### config.mk
export PLATFORM = sky130hd
export DESIGN_NAME = abus_wrr
export DESIGN_NICKNAME = d
export VERILOG_FILES = /design/src/rtl/abus_pkg.sv /design/src/rtl/abus_rr.sv /design/src/rtl/abus_wrr.sv
export SDC_FILE = /design/constraint.sdc
export NUM_CORES = 1
export LEC_CHECK = 0
export BUFFER_PORTS_ARGS = -buffer_cell sky130_fd_sc_hd__buf_2
export CORE_ASPECT_RATIO = 1.1
export CORE_UTILIZATION = 40
export CTS_BUF_LIST = sky130_fd_sc_hd__clkbuf_8
export CTS_CLUSTER_SIZE = 16
export DETAILED_ROUTE_END_ITERATION = 16
export PLACE_DENSITY_LB_ADDON = 0.08
export SLEW_MARGIN = 20
export SYNTH_ARGS = -nofsm -noshare
export SYNTH_HDL_FRONTEND = slang
export SYNTH_SLANG_ARGS = --single-unit
### constraint.sdc
create_clock -name clk -period 11.5 [get_ports clk]
set_clock_uncertainty 0.1 [all_clocks]
set_input_delay 0.575 -clock clk [delete_from_list [all_inputs] [get_ports clk]]
set_output_delay 0.575 -clock clk [all_outputs]
set_load 0.01 [all_outputs]
### src/rtl/abus_pkg.sv
// Shared types and helpers for the abus interconnect blocks.
package abus_pkg;

  typedef enum logic {
    IDLE = 1'b0,
    BUSY = 1'b1
  } abus_wrr_state_t;

  // Binary index of a one-hot vector (up to 64 requesters); all-zero maps to 0.
  function automatic logic [5:0] onehot_to_idx(input logic [63:0] oh);
    logic [5:0] idx;
    idx = '0;
    for (int i = 0; i < 64; i++) begin
      if (oh[i]) idx = idx | 6'(i);
    end
    return idx;
  endfunction

endpackage

### src/rtl/abus_rr.sv
// Combinational round-robin picker: returns the first requester at or above
// the one-hot priority position, wrapping around the top.
module abus_rr #(
  parameter int N = 8
) (
  input  logic [N-1:0] req,
  input  logic [N-1:0] prio,
  output logic [N-1:0] gnt
);

  logic [2*N-1:0] dreq;
  logic [2*N-1:0] dgnt;

  // Doubled request vector lets one subtract-and-mask handle the wrap.
  always_comb begin
    dreq = {req, req};
    dgnt = dreq & ~(dreq - {{N{1'b0}}, prio});
    gnt  = dgnt[N-1:0] | dgnt[2*N-1:N];
  end

endmodule

### src/rtl/abus_wrr.sv
// Weighted round-robin arbiter for the abus master-select mux.
//
// state | meaning
// IDLE  | no grant asserted, waiting for any request
// BUSY  | master cur holds the grant; cnt counts cycles beyond the first
module abus_wrr
  import abus_pkg::*;
#(
  parameter  int N  = 8,
  parameter  int WW = 4,
  localparam int IW = $clog2(N)
) (
  input  logic          clk,
  input  logic          rst,
  input  logic [N-1:0]  req,
  input  logic [N*WW-1:0] weight,
  output logic [N-1:0]  grant,
  output logic [IW-1:0] grant_idx,
  output logic          valid
);

  abus_wrr_state_t state, state_n;
  logic [IW-1:0]   ptr, ptr_n, cur, cur_n, cur_inc, win;
  logic [WW-1:0]   cnt, cnt_n, wlat, wlat_n, wsel;
  logic [N-1:0]    prio, rr_gnt;
  logic            any, rel;

  // Release is decided first so the picker can re-arbitrate from the new pointer in the same cycle.
  always_comb begin
    cur_inc = (cur == IW'(N - 1)) ? '0 : cur + IW'(1);
    rel     = (state == BUSY) && (!req[cur] || (cnt == wlat));
    ptr_n   = rel ? cur_inc : ptr;
    prio    = N'(1) << ptr_n;
    any     = |req;
  end

  abus_rr #(.N(N)) u_rr (
    .req  (req),
    .prio (prio),
    .gnt  (rr_gnt)
  );

  // Winner index and its weight, sampled only when a new burst starts.
  always_comb begin
    win  = IW'(onehot_to_idx(64'(rr_gnt)));
    wsel = weight[win*WW +: WW];
  end

  // Next-state: hold the burst, hand over back-to-back, or fall to idle.
  always_comb begin
    state_n = state;
    cur_n   = cur;
    cnt_n   = cnt;
    wlat_n  = wlat;
    case (state)
      IDLE: begin
        if (any) begin
          state_n = BUSY;
          cur_n   = win;
          wlat_n  = wsel;
          cnt_n   = '0;
        end
      end
      BUSY: begin
        if (!rel) begin
          cnt_n = cnt + WW'(1);
        end else if (any) begin
          cur_n  = win;
          wlat_n = wsel;
          cnt_n  = '0;
        end else begin
          state_n = IDLE;
          cnt_n   = '0;
        end
      end
      default: state_n = IDLE;
    endcase
  end

  // State registers; reset drops the grant immediately.
  always_ff @(posedge clk or posedge rst) begin
    if (rst) begin
      state <= IDLE;
      ptr   <= '0;
      cur   <= '0;
      cnt   <= '0;
      wlat  <= '0;
    end else begin
      state <= state_n;
      ptr   <= ptr_n;
      cur   <= cur_n;
      cnt   <= cnt_n;
      wlat  <= wlat_n;
    end
  end

  // Outputs decode registered state only, so req has no path to grant.
  always_comb begin
    valid     = (state == BUSY);
    grant     = valid ? (N'(1) << cur) : '0;
    grant_idx = valid ? cur : '0;
  end

endmodule
==> results_dict.tcl <==
set metrics [dict create \
    fillers 449 \
    min_period_ns 5.66 \
    grt.overflow.total 0 \
    rsz0062_at_grt "false" \
    drt_iter0_drc 96 \
    drt-pass1-iter-count 4 \
    tns_ns 0 \
    netlist_instances 220 \
    avgSynthCellArea_um2 8.44 \
    arrival_ns 5.68 \
    cp_max_fo 19 \
    synth-async-reset-ratio 1.00 \
    worstReg2RegStart "cur[0]" \
    cts_resized 0 \
    path_clk_slew_ns 0.07 \
    gp_congestion 0.956 \
    synth-seq-cells 15 \
    synth_top_area_share 0.202 \
    finalSetupViolCount 0 \
    grt_start_max_net_pins 20 \
    cts-root-buf "clkbuf_8" \
    num_rows 25 \
    drive_gt1_frac 0.258 \
    max_freq_mhz 177 \
    grt_first_pass_wirelength_mm 7.89 \
    antenna_found_initial 0 \
    critPathKind "flip-flop to flip-flop" \
    n_antenna_cell 0 \
    htreeDepth 1 \
    p_per_area_nw_per_um2 322 \
    grt_pass1_vias 1670 \
    initial_utilization 0.424 \
    timing.final.crit_share 0.492 \
    fp.dieArea_um2 4920 \
    crit_start "cur[0]" \
    synthTopCellsByArea "dfrtp_1, ha_1, mux2i_1, nand2_1, xnor2_1" \
    area_growth_pct 17.9 \
    track_usage 0.209 \
    hold_viol_final 0 \
    yosys.area.top_type "dfrtp_1" \
    worst_pin_slew_ns 0.912 \
    syn-cell-area_um2 1860 \
    holdCritPathClass "primary input to async pin" \
    required_ns 11.52 \
    status "complete, no violations" \
    vias_per_cell 5.76 \
    wl_per_cell_um 14.7 \
    die_h_um 73.5 \
    yosysWarnings 0 \
    synth_nets 277 \
    wl_mm 4.79 \
    cts_tree "yes" \
    cpMostUsedCell "a211oi_1" \
    slowest_delay_ns 0.72 \
    cts.sinks 15 \
    p_leak_nw 1.06 \
    slew-limit-headroom 0.386 \
    vias 1872 \
    synth-main-ff-cell "dfrtp_1" \
    die_x_um 67.0 \
    io_buffers 53 \
    ioPinCount 54 \
    cp_slowest_cell "or3_1" \
    hpwl_mm 3.87 \
    cp-end-kind "flip-flop" \
    cts.hold.buffers_added 0 \
    slew_violations 0 \
    cp-start-kind "flip-flop" \
    cts_buffer_depth 2 \
    crit_chain "mux4_1 > mux2i_4 > o21ai_4 > o31a_1 > inv_1 > nand3_1 > ha_1 > a211o_1 > or3_1 > o21ai_0 > a211oi_1 > nor3_1 > or3_1 > mux2_2 > a211oi_1 > a211oi_1" \
    core_um2 4380 \
    clkLatencyLatePin_ns 0.25 \
    ff2ff_path_depth 16 \
    cts_made_buffers 3 \
    antenna_left 0 \
    fin_nets 329 \
    ys_types 55 \
    ys_seq_area_frac 0.202 \
    final_util 0.500 \
    drc 0 \
    synth_edf_count 0 \
    ir_worst_vdd_uv 144 \
    drv_cap 0 \
    postCtsSetupBuffers 0 \
]
==> area by class of cell <==
cell class,instances,area [um^2],area share
sequential,15,375,0.172
clock inverter,1,5.00,0.00229
inverter,10,37.5,0.0172
clock buffer,3,41.3,0.0189
multi-input combinational,189,1400,0.638
timing repair buffer,53,265,0.121
tap,54,67.6,0.0309
==> path summary, 6_finish.rpt <==
check                      slack (ns)       to
setup reg to reg                 5.84  wlat[3]
setup / recovery                 5.84  wlat[3]
hold reg to reg                  0.42   cnt[3]
hold / removal                   0.28   ptr[1]
min in group clk                 0.42   cnt[3]
max in group asynchronous       10.63   cur[0]
==> worst max-delay path: cells and delay by family (launching register included) <==
kind            cells  cell delay (ns)
simple gates        4             1.55
mux                 3             1.32
fa+ha+maj           1             0.39
compound gates      7             1.54
flops               1             0.51
buf+inv             1             0.12
==> registers in the layout, indices dropped and copies added, names as in the netlist <==
name,flops
cnt,4
wlat,4
cur,3
ptr,3
valid,1
==> per-stage QoR <==
stage	area (um^2)	std cells	power [mW]	setup slack, ns	hold slack, ns
5_1_grt	2190	325	0.779	5.44	0.356
2_1_floorplan	1860	220	0.559	6.71	0.373
4_1_cts	2190	325	0.704	5.86	0.309
3_3_place_gp	2140	321	0.658	5.69	0.418
6_report	2190	325	0.706	5.84	0.283
3_5_place_dp	2140	321	0.658	5.74	0.410
==> report_power, final <==
part	total [mW]	switching, mW	internal, mW	leakage [nW]
Combinational	0.562	0.322	0.240	0.854
Sequential	0.100	0.0235	0.0768	0.180
Clock	0.0432	0.0193	0.0240	0.0255
Total	0.706	0.365	0.341	1.06
==> metal layers <==
layer  track usage  part of all wire  vias to the layer above
li1              -                 -                      944
met1         0.310              0.48                      850
met2         0.318              0.46                       72
met3        0.0109             0.044                        6
met4        0.0733             0.017                        0
met5             0                 0                        -
==> synthesized netlist by cell type (2+ instances only) <==
master,count
a211oi_1,5
o31a_1,2
dfrtp_1,15
or2_2,2
a211o_1,2
o31ai_1,6
xnor2_1,7
o21ai_0,12
nand3_1,7
and2_1,7
a21oi_1,12
nand2_1,20
or4_1,2
a221o_1,3
or3_1,6
mux4_1,2
nor3_1,7
mux2_2,2
o22ai_1,3
nor4_1,3
a21o_1,2
nor2b_1,2
nand2b_1,2
o21a_1,2
ha_1,14
nand4_1,2
and3_2,3
mux2i_1,17
o311ai_0,2
inv_1,10
clkbuf_1,3
nor2_1,13
==> cells by family after synthesis <==
| group | count (synthesis) | share of synthesized area |
|---|---|---|
| buffers and inverters | 16 | 0.0458 |
| adder cells (fa/ha/maj) | 15 | 0.105 |
| AO/OA/AOI/OAI | 63 | 0.240 |
| XOR/XNOR | 7 | 0.0330 |
| multiplexers | 22 | 0.144 |
| flip-flops | 15 | 0.202 |
| AND/OR/NAND/NOR | 82 | 0.230 |
==> placed cells by master, fill, tap and decap left out, drive strengths merged, types with 8 or more instances in the layout <==
master / synthesis / final
buf: 3 / 53
a21oi: 12 / 12
ha: 14 / 14
nand2: 20 / 20
inv: 10 / 10
o21ai: 14 / 14
mux2i: 18 / 18
nor2: 13 / 13
dfrtp: 15 / 15
and2: 8 / 8
No activity file was read; power rests on OpenSTA's default activity.
